File: src/rtl/inert_spi_resp.sv
// inert_spi_resp: SPI mode-0 inertial sensor stand-in with a small register map and a timed data-ready INT
// Ports: clk/rst_n    system clock, asynchronous active-low reset
//        SS_n/SCLK/MOSI  SPI inputs from the master, asynchronous to clk
//        MISO          SPI data out, 0 whenever no frame is being shifted
//        INT           data-ready interrupt, set by a pitch snapshot, cleared by reading PITCH_H
//        ptch_smpl     pitch source captured at each snapshot
//        int_en        INT1_CTRL[1] mirror
module inert_spi_resp #(
    parameter int         INT_PERIOD   = 2048,
    parameter logic [7:0] WHO_AM_I_VAL = 8'h6A
) (
    input  logic        clk,
    input  logic        rst_n,
    input  logic        SS_n,
    input  logic        SCLK,
    input  logic        MOSI,
    output logic        MISO,
    output logic        INT,
    input  logic [15:0] ptch_smpl,
    output logic        int_en
);
    localparam int TW = $clog2(INT_PERIOD);
    typedef enum logic [1:0] {IDLE, SHIFT, DONE} state_t;
    state_t state, state_nxt;
    logic [2:0] ss_q, sclk_q;
    logic [1:0] mosi_q;
    logic [15:0] rx, tx, held;
    logic [4:0] bit_cnt;
    logic [7:0] int1_ctrl, ctrl2_g, rd_data;
    logic [TW-1:0] tmr;
    logic ss_fall, ss_rise, sclk_rise, sclk_fall;
    logic start, shifting, idle, commit, wr, clr, dis;
    logic req, wrap, pend, snap;
    // Stages [1:0] synchronize; stage [2] is the previous value for edge detection.
    always_ff @(posedge clk or negedge rst_n)
        if (!rst_n) begin
            ss_q   <= 3'b111;
            sclk_q <= '0;
            mosi_q <= '0;
        end else begin
            ss_q   <= {ss_q[1:0], SS_n};
            sclk_q <= {sclk_q[1:0], SCLK};
            mosi_q <= {mosi_q[0], MOSI};
        end
    assign ss_fall   = ss_q[2] & ~ss_q[1];
    assign ss_rise   = ~ss_q[2] & ss_q[1];
    assign sclk_rise = ~sclk_q[2] & sclk_q[1];
    assign sclk_fall = sclk_q[2] & ~sclk_q[1];
    always_ff @(posedge clk or negedge rst_n)
        if (!rst_n) state <= IDLE;
        else        state <= state_nxt;
    always_comb
        state_nxt = (state == SHIFT) ? (ss_rise ? DONE : SHIFT) :
                    (state == IDLE && ss_fall) ? SHIFT : IDLE;
    always_comb begin
        idle     = (state == IDLE);
        start    = idle && ss_fall;
        shifting = (state == SHIFT);
        commit   = (state == DONE) && (bit_cnt == 5'd16);
        MISO     = shifting && tx[15];
    end
    // rx[6:0] holds the address only while the command byte has just completed.
    always_comb
        case (rx[6:0])
            7'h0D:   rd_data = int1_ctrl;
            7'h0F:   rd_data = WHO_AM_I_VAL;
            7'h11:   rd_data = ctrl2_g;
            7'h22:   rd_data = held[7:0];
            7'h23:   rd_data = held[15:8];
            default: rd_data = 8'h00;
        endcase
    always_ff @(posedge clk or negedge rst_n)
        if (!rst_n) begin
            rx      <= '0;
            tx      <= '0;
            bit_cnt <= '0;
        end else if (start) begin
            rx      <= '0;
            tx      <= '0;
            bit_cnt <= '0;
        end else if (shifting) begin
            if (sclk_rise) begin
                rx      <= {rx[14:0], mosi_q[1]};
                bit_cnt <= bit_cnt + 5'd1;
            end
            if (sclk_fall)
                tx <= (bit_cnt == 5'd8) ? {rd_data, 8'h00} : {tx[14:0], 1'b0};
        end
    assign wr  = commit && !rx[15];
    assign clr = commit && rx[15] && (rx[14:8] == 7'h23);
    assign dis = wr && (rx[14:8] == 7'h0D) && !rx[1];
    always_ff @(posedge clk or negedge rst_n)
        if (!rst_n) begin
            int1_ctrl <= '0;
            ctrl2_g   <= '0;
        end else if (wr) begin
            if (rx[14:8] == 7'h0D) int1_ctrl <= rx[7:0];
            if (rx[14:8] == 7'h11) ctrl2_g   <= rx[7:0];
        end
    assign int_en = int1_ctrl[1];
    // A wrap counts as pending in its own cycle so an idle responder snapshots exactly on the wrap.
    // Snapshots wait for IDLE so a frame never sees held move; repeated wraps collapse into req.
    assign wrap = int_en && (tmr == TW'(INT_PERIOD - 1));
    assign pend = req || wrap;
    assign snap = pend && idle;
    always_ff @(posedge clk or negedge rst_n)
        if (!rst_n) begin
            tmr  <= '0;
            req  <= 1'b0;
            held <= '0;
            INT  <= 1'b0;
        end else begin
            tmr <= (!int_en || wrap) ? '0 : tmr + 1'b1;
            req <= int_en && !dis && pend && !snap;
            if (snap) held <= ptch_smpl;
            INT <= snap || (INT && !clr);
        end
endmodule

File: config.mk
export PLATFORM = sky130hd
export DESIGN_NAME = inert_spi_resp
export DESIGN_NICKNAME = d
export VERILOG_FILES = /design/src/rtl/inert_spi_resp.sv
export SDC_FILE = /design/constraint.sdc
export NUM_CORES = 1
export LEC_CHECK = 0
export CAP_MARGIN = 20
export CELL_PAD_IN_SITES_DETAIL_PLACEMENT = 1
export CELL_PAD_IN_SITES_GLOBAL_PLACEMENT = 2
export CORE_UTILIZATION = 43
export DETAILED_ROUTE_END_ITERATION = 7
export GPL_ROUTABILITY_DRIVEN = 0
export PLACE_DENSITY = 0.93
export SYNTH_ARGS = -nofsm -noshare
export SYNTH_HDL_FRONTEND = slang
export SYNTH_SLANG_ARGS = --single-unit
File: constraint.sdc
create_clock -name clk -period 4.8 [get_ports clk]
set_input_delay 1.2 -clock clk [delete_from_list [all_inputs] [get_ports clk]]
set_output_delay 1.2 -clock clk [all_outputs]
set_load 0.02 [all_outputs]
==> results of run 1 <==
==> flip-flops by register name, summed over array words and instances (netlist names) <==
name / flops
int1_ctrl: 8
mosi_q: 2
req: 1
bit_cnt: 5
sclk_q: 3
INT: 1
rx: 16
ss_q: 3
tmr: 11
ctrl2_g: 8
tx: 8
state: 2
held: 16
==> final cells by class <==
type                    instances  share of cell area
flip-flops and latches         84               0.482
multi-input cells             222               0.370
repair buffers                 27              0.0635
well taps                     105              0.0300
clock buffers                   9              0.0283
clock inverters                 7              0.0243
inverters                       3             0.00258
==> report_power, final <==
part           switching (mW)  internal (mW)
clock network           0.274          0.302
logic                  0.0725         0.0677
registers              0.0352          0.726
==> per-stage QoR <==
stage	area (µm²)	utilization	power (mW)	cells	hold WS [ns]
6_report	4370	0.522	1.48	457	0.356
5_1_grt	4370	0.522	1.54	457	0.368
4_1_cts	4350	0.518	1.49	456	0.358
3_5_place_dp	4120	0.491	0.915	440	0.337
3_3_place_gp	4110	0.490	0.906	439	0.335
2_1_floorplan	3780	-	0.853	326	0.331
==> kinds of logic (layout without fill, tap and decap cells) <==
logic type                 Yosys count  after routing  synth area share
and+or+nand+nor                    106            106             0.160
muxes                               40             40             0.116
buffers and inverters               20             46            0.0208
xor gates and xnor gates            13             13            0.0301
AOI/OAI and AO/OA                   60             60             0.105
adders and majority gates            3              3           0.00993
DFF                                 84             84             0.557
==> synth_stat cells (2+ instances only) <==
cell type  number
nand4_1         4
buf_2           3
ha_1            3
dfrtp_1        81
nor4b_1         3
nor4bb_1        2
nand4bb_1       2
clkbuf_1       13
o22ai_1         3
mux2_2         32
xnor2_1         9
a21oi_1        18
and2_1          4
a22oi_1        13
or2_2           2
and3_1          2
and4_1          2
o21ai_0         8
nand2_1        45
nor2_1         13
o22a_1          4
dfstp_2         3
nor3b_1         2
nand4b_1        2
a21o_1          3
xor2_1          4
nor4_1          3
mux2i_1         8
o21a_1          3
nand3_1         5
a21bo_2         3
and3b_1         2
inv_1           3
==> critical path, delay by kind of cell (launching register included) <==
family | cells | cell delay (ns)
and+or+nand+nor | 1 | 0.27
buffers and inverters | 1 | 0.60
DFF | 1 | 0.51
==> routing by layer <==
metal,routed length (µm),track usage
met1,3640,0.252
met2,4090,0.345
met3,207,0.0498
met4,87,0.0560
met5,0,0
==> path summary, 6_finish.rpt <==
kind | endpoint | slack (ns) | cells past startpoint
worst min register to register | mosi_q[1] | 0.36 | 0
min in group asynchronous | tmr[7] | 0.71 | 1
max in group asynchronous | ss_q[2] | 3.44 | 2
worst min-delay path | mosi_q[1] | 0.36 | 0
worst max register to register | held[14] | 2.52 | 5
worst max-delay path | MISO | 1.86 | 2
==> flow_summary.ini, run 1 <==
[final_layout]
area_growth_pct = 15.7
diodes = 0
final-seq-area_um2 = 2110
fillers = 886
final_cell_mix = 81 x dfrtp_1, 45 x nand2_1, 32 x mux2_2
drive_gt1_frac = 0.199
final_common_cell = dfrtp_1
multiInputGateArea_um2 = 1620
nets = 371

[logic_synthesis]
synth_seq_cells = 84
netlist_instances = 326
syn_area_um2 = 3780
ys_seq_area_frac = 0.557
syn-num-nets = 350
avgSynthCellArea_um2 = 11.6
synth_edf_count = 0
yosys_warnings = 0
async_flop_share = 1.00
synth-main-ff-cell = dfrtp_1
synth_area_leaders = dfrtp_1 54%, mux2_2 9.5%, nand2_1 4.5%
synthDistinctLibCells = 52
netlist.area_leader.share = 0.536
yosys.area.top_type = dfrtp_1

[power_and_ir_drop]
power_density_nw_per_um2 = 338
leakagePower_nw = 1.93
ir_drop_uv = 171

[clocking]
clk_latency_ns = 0.36
cts_tree = done
htree_levels = 3
clk_pin_slew_worst_paths_ns = 0.09
cts_max_path_buffers = 2
cts_buffers = 9
cts_root_buffer = clkbuf_8
cts_resized = 0
post_cts_buffers = 0
cts-hold-fix-buffers = 0
cts_sinks = 84

[die]
design.die.area_um2 = 9170
start_util = 0.451
die_h_um = 95.8
io_pins = 24
rows = 33
dieWidth_um = 95.8
core-area_um2 = 8380

[status]
status = finished clean

[grt]
antenna_found_initial = 0
grt_max_degree = 85
grt_overflow = 0
grt_pass1_wl_um = 13900
first_global_vias = 2776
grt_usage = 0.201

[worst_hold_path]
hp-start = mosi_q[0]
hold_class = flop to flop

[timing]
fmax_mhz = 340
slew_headroom = 0.373
tightest_slew_ns = 0.928
final.setup.tns_ns = 0
rsz0062_at_grt = no
fin_ws_ns = 1.86
fin_crit_sh = 0.613
hold_viol_final = 0
skew_ns = 0.00891
drv_slew = 0
setup_viol = 0
period_minus_slack_ns = 2.94

[job]
max_cap_viol_count = 0

[routing]
drt-wirelength-per-cell_um = 17.6
route.vias.total = 2588
antenna_left = 0
drc = 0
dr.pass1.iters = 4
vias_per_cell = 5.66
drt_wl_total_um = 8020
drtIter0Drc = 80

[worst_setup_path]
worstPathMaxFanout = 9
worst_ep_required_time_ns = 3.60
cp_slowest_cell = clkdlybuf4s50_1
max_stage_delay_ns = 0.60
critical_path_class = flop to primary output
cp-end-kind = primary output
path_cells = and3b_1 -> clkdlybuf4s50_1
crit_path_start = state[1]
arrival_ns = 1.74
worstReg2RegStart = tmr[0]
cp-start-kind = flop

[placement]
dp_slack_ns = 2.26
dp_hpwl_um = 5320
port_buffers = 23
No activity file was read; power rests on OpenSTA's default activity.
==> run 2, diff against run 1 <==
--- a/config.mk
+++ b/config.mk
@@ -8,10 +8,10 @@
 export CAP_MARGIN = 20
 export CELL_PAD_IN_SITES_DETAIL_PLACEMENT = 1
 export CELL_PAD_IN_SITES_GLOBAL_PLACEMENT = 2
-export CORE_UTILIZATION = 43
+export CORE_UTILIZATION = 40
 export DETAILED_ROUTE_END_ITERATION = 7
 export GPL_ROUTABILITY_DRIVEN = 0
-export PLACE_DENSITY = 0.93
+export PLACE_DENSITY = 0.88
 export SYNTH_ARGS = -nofsm -noshare
 export SYNTH_HDL_FRONTEND = slang
 export SYNTH_SLANG_ARGS = --single-unit
==> constraint.sdc (replaced) <==
create_clock -name clk -period 3.01 [get_ports clk]
set_input_delay 0.7525 -clock clk [delete_from_list [all_inputs] [get_ports clk]]
set_output_delay 0.7525 -clock clk [all_outputs]
set_load 0.02 [all_outputs]
==> run 2 against run 1 <==
Core utilization decreased by 5.1 points. Cell area decreased by 0.92%. Count of clock-buffer cells in the layout increased by 1. Sequential power increased by 59%. Cell count increased by 1.5%. Combinational power increased by 57%. Worst setup slack got worse by 1.3 ns. Critical path depth unchanged. Clock power increased by 31%. Clock skew increased by 0.0011 ns. Critical path type unchanged. Largest power group unchanged.
==> flow_summary.ini, run 2 (synthesis results as in run 1) <==
[status]
status = finished clean

[final_layout]
final_cell_mix = 81 x dfrtp_1, 45 x nand2_1, 32 x mux2_2
diodes = 0
biggestRegsByFlops = held: 16 flops, rx: 16 flops, tmr: 11 flops
area_growth_pct = 14.6
drive_gt1_frac = 0.198
nets = 372
final_common_cell = dfrtp_1

[worst_setup_path]
arrival_ns = 1.70
critical_path_class = flop to primary output
cp-end-kind = primary output
cp_slowest_cell = clkdlybuf4s50_1
path_cells = and3b_1 -> clkdlybuf4s50_1
cp-start-kind = flop
max_stage_delay_ns = 0.60
worst_ep_required_time_ns = 2.26
reg2reg_slack_ns = 0.89
worstPathMaxFanout = 9

[die]
io_pins = 24
design.die.area_um2 = 9850
rows = 35
start_util = 0.411
dieWidth_um = 99.2
core-area_um2 = 9200
die_h_um = 99.2

[grt]
use_met1 = 0.232
grt.busiest_layer = met2
grt_pass1_wl_um = 14000
grt_overflow = 0
grt_usage = 0.184
grt_util_met3 = 0.0457
first_global_vias = 2769
antenna_found_initial = 0
grt_max_degree = 45
gr-usage-met2 = 0.313

[clocking]
cts_sinks = 84
clk_pin_slew_worst_paths_ns = 0.09
clk_latency_ns = 0.36
cts_root_buffer = clkbuf_8
htree_levels = 3
cts_tree = done
cts-hold-fix-buffers = 0
cts_buffers = 9
cts_resized = 0
cts_max_path_buffers = 2
post_cts_buffers = 0

[routing]
drt-wirelength-per-cell_um = 17.2
drtIter0Drc = 77
drt_wl_total_um = 7990
route.vias.total = 2526
vias_per_cell = 5.44
dr.pass1.iters = 4
drc = 0
antenna_left = 0

[timing]
tightest_slew_ns = 0.895
final.setup.tns_ns = 0
setup_viol = 0
skew_ns = 0.0100
fin_ws_ns = 0.560
slew_headroom = 0.395
fmax_mhz = 408
fin_crit_sh = 0.814
hold_viol_final = 0
period_minus_slack_ns = 2.45
drv_slew = 0
rsz0062_at_grt = no

[power_and_ir_drop]
leakagePower_nw = 1.91
ir_drop_uv = 238
power_density_nw_per_um2 = 505

[job]
max_cap_viol_count = 0

[placement]
dp_hpwl_um = 5470
dp_slack_ns = 0.871
port_buffers = 23

[worst_hold_path]
hold_class = primary input to asynchronous set/reset pin
run 2: cell types whose count changed in the layout (fill, tap and decap cells not counted), sizes merged:
| cell | change |
|---|---|
| inv | +1 |
| bufinv | -2 |
| buf | +1 |
| clkbuf | +1 |
run 2: final timing paths:
kind                       cells past startpoint  startpoint            to
hold reg to reg                                0   mosi_q[0]     mosi_q[1]
max in group asynchronous                      2       rst_n       ss_q[2]
setup / recovery                               2    state[1]          MISO
setup reg to reg                               6  bit_cnt[0]  int1_ctrl[3]
min in group clk                               0   mosi_q[0]     mosi_q[1]
hold / removal                                 1       rst_n        tmr[5]
run 2: layer usage:
metal,part of all wire,routed length (µm)
met2,0.49,3950
met3,0.026,208
met1,0.47,3740
met5,0,0
met4,0.011,91
run 2: stage by stage:
stage	power (mW)	cells	utilization	cell area, µm²	hold WS [ns]
6_report	2.19	464	0.471	4330	0.362
5_1_grt	2.31	464	0.471	4330	0.370
3_5_place_dp	1.46	448	0.451	4150	0.344
4_1_cts	2.23	464	0.471	4330	0.367
2_1_floorplan	1.36	326	-	3780	0.331
3_3_place_gp	1.45	448	0.451	4150	0.336
run 2: worst max-delay path, delay by kind of cell (launching register included):
family / cells / cell delay [ns]
buf+inv: 1 / 0.60
flops: 1 / 0.49
simple gates: 1 / 0.25
run 2: area by class of cell:
class | count | area [µm²]
Fill cell | 985 | 4860
Tap cell | 111 | 139
Clock inverter | 6 | 55.1
Timing Repair Buffer | 28 | 278
Clock buffer | 10 | 128
Sequential cell | 84 | 2110
Multi-Input combinational cell | 222 | 1620
Inverter | 3 | 11.3
run 2: where the power goes:
group / internal (mW) / switching, mW
sequential: 1.16 / 0.0554
combinational: 0.106 / 0.114
clock: 0.318 / 0.438
total: 1.58 / 0.608
==> run 3, diff against run 2 <==
--- a/config.mk
+++ b/config.mk
@@ -8,10 +8,10 @@
 export CAP_MARGIN = 20
 export CELL_PAD_IN_SITES_DETAIL_PLACEMENT = 1
 export CELL_PAD_IN_SITES_GLOBAL_PLACEMENT = 2
-export CORE_UTILIZATION = 40
+export CORE_UTILIZATION = 36
 export DETAILED_ROUTE_END_ITERATION = 7
 export GPL_ROUTABILITY_DRIVEN = 0
-export PLACE_DENSITY = 0.88
+export PLACE_DENSITY = 0.84
 export SYNTH_ARGS = -nofsm -noshare
 export SYNTH_HDL_FRONTEND = slang
 export SYNTH_SLANG_ARGS = --single-unit
==> constraint.sdc (replaced) <==
create_clock -name clk -period 2.11 [get_ports clk]
set_input_delay 0.5275 -clock clk [delete_from_list [all_inputs] [get_ports clk]]
set_output_delay 0.5275 -clock clk [all_outputs]
set_load 0.02 [all_outputs]
==> run 3 against run 2 <==
Critical path depth is 5 higher. Highest routed layer unchanged. Core utilization shrank 3.1 points. Cell area grew 3.8%.
==> flow_summary.ini, run 3 (synthesis results as in run 1) <==
[die]
core-area_um2 = 10200
design.die.area_um2 = 10900
io_pins = 24
dieWidth_um = 104
die_h_um = 104
rows = 37
start_util = 0.370

[final_layout]
stdcell_count = 501
final_cell_mix = 80 x dfrtp_1, 45 x nand2_1, 31 x mux2_2
fillers = 1101
fin_util = 0.440
area_growth_pct = 19.0
nets = 384
biggestRegsByFlops = held: 16 flops, rx: 16 flops, tmr: 11 flops
final_common_cell = dfrtp_1
drive_gt1_frac = 0.233
diodes = 0

[placement]
port_buffers = 23
dp.cells = 482
dp_hpwl_um = 5790

[clocking]
cts_tree = done
cts-hold-fix-buffers = 0
cts_root_buffer = clkbuf_8
cts_sinks = 84
htree_levels = 3
clk_pin_slew_worst_paths_ns = 0.09
clk_latency_ns = 0.37
cts_max_path_buffers = 2
cts_buffers = 9

[power_and_ir_drop]
swShare = 0.279
clkPwrFrac = 0.328
power_density_nw_per_um2 = 714
combPwrFrac = 0.144
ir_drop_uv = 384
p_int_mw = 2.32
seq_power_share = 0.528
p_switching_uw = 898
leakagePower_nw = 1.97

[worst_setup_path]
path_cells = inv_1 -> ha_2 -> or4b_4 -> nor4_4 -> buf_4 -> nand2_8 -> mux2_4
worstPathMaxFanout = 8
worstReg2RegStart = bit_cnt[1]
reg2reg_slack_ns = 0.05
arrival_ns = 2.31
cp.depth = 7
cp_top_family = simple AND/OR/NAND/NOR gates
rr_worst_depth = 7
timing.rr.end = ctrl2_g[5]
cp-end-kind = flop
cp-start-kind = flop
critical_path_class = flop to flop
worst_ep_required_time_ns = 2.36
cp_slowest_cell = or4b_4
max_stage_delay_ns = 0.48
crit_buf_inv = 2

[routing]
antenna_left = 0
drc = 0
drt_wl_total_um = 8380
drt-wirelength-per-cell_um = 16.7
route.vias.total = 2604
vias_per_cell = 5.20
drtIter0Drc = 72
dr.pass1.iters = 5

[grt]
grt_pass1_wl_um = 14400
grt_overflow = 0
grt_max_degree = 32
antenna_found_initial = 0
grt_usage = 0.171
first_global_vias = 2868

[timing]
hold_viol_final = 0
period_minus_slack_ns = 2.06
slew_headroom = 0.623
tightest_slew_ns = 0.564
drv_slew = 0
rsz0062_at_grt = yes
final.setup.tns_ns = 0
setup_viol = 0
fmax_mhz = 485
skew_ns = 0.0145
fin_crit_sh = 0.977

[job]
max_cap_viol_count = 0

[worst_hold_path]
hold_class = primary input to asynchronous set/reset pin

[status]
status = finished clean
==> run 3: cell count changes in the layout (fill, tap and decap cells not counted), moves of 2 or more <==
cell / previous run / this run
inv_6: 3 / 1
clkinvlp_4: 0 / 3
buf_12: 1 / 3
buf_4: 5 / 15
==> run 3: final cells by class <==
| cell class | instances | area, µm² | share of cell area |
|---|---|---|---|
| multi-input combinational | 222 | 1640 | 0.365 |
| timing repair buffer | 40 | 392 | 0.0870 |
| inverter | 3 | 11.3 | 0.00250 |
| clock inverter | 6 | 48.8 | 0.0108 |
| clock buffer | 10 | 128 | 0.0284 |
| tap | 136 | 170 | 0.0378 |
| sequential | 84 | 2110 | 0.468 |
==> run 3: per-stage QoR <==
step                      hold slack (ns)  power (mW)  instance area, µm²  setup slack (ns)
after floorplan                     0.232        1.94                3780             0.195
after global placement              0.335        2.10                4270             0.111
after detailed placement            0.336        2.12                4270            0.0640
after CTS                           0.101        3.19                4450            0.0497
after global routing                0.121        3.37                4500           -0.0311
final                              0.0938        3.21                4500            0.0482
==> run 3: power by group through the flow <==
stage | Sequential (mW) | Combinational (mW) | Clock, mW
3_5_place_dp | 1.73 | 0.388 | 0
5_1_grt | 1.70 | 0.506 | 1.16
4_1_cts | 1.70 | 0.389 | 1.10
6_report | 1.70 | 0.463 | 1.06
2_1_floorplan | 1.71 | 0.228 | 0
3_3_place_gp | 1.72 | 0.377 | 0
==> run 3: metal layers <==
metal / GRT usage / routed length (µm)
met2: 0.285 / 4150
met5: 0 / 0
met3: 0.0420 / 199
met1: 0.217 / 3910
met4: 0.0582 / 120
==> run 3: worst max-delay path by stage <==
stage / slack (ns) / end / startpoint
CTS: 0.05 / int1_ctrl[2] / bit_cnt[1]
global placement: 0.11 / ctrl2_g[3] / bit_cnt[1]
floorplan: 0.20 / int1_ctrl[0] / bit_cnt[0]
finish: 0.05 / ctrl2_g[5] / bit_cnt[1]
global route: -0.03 / ctrl2_g[5] / bit_cnt[1]
detailed placement: 0.06 / int1_ctrl[2] / bit_cnt[1]
==> run 3: timing repair <==
item | 4_1_cts | 5_1_grt
gates resized for setup | 2 | 5
gates cloned | 0 | 0
endpoints found under the setup margin | 1 | 17
setup buffers | 0 | 3
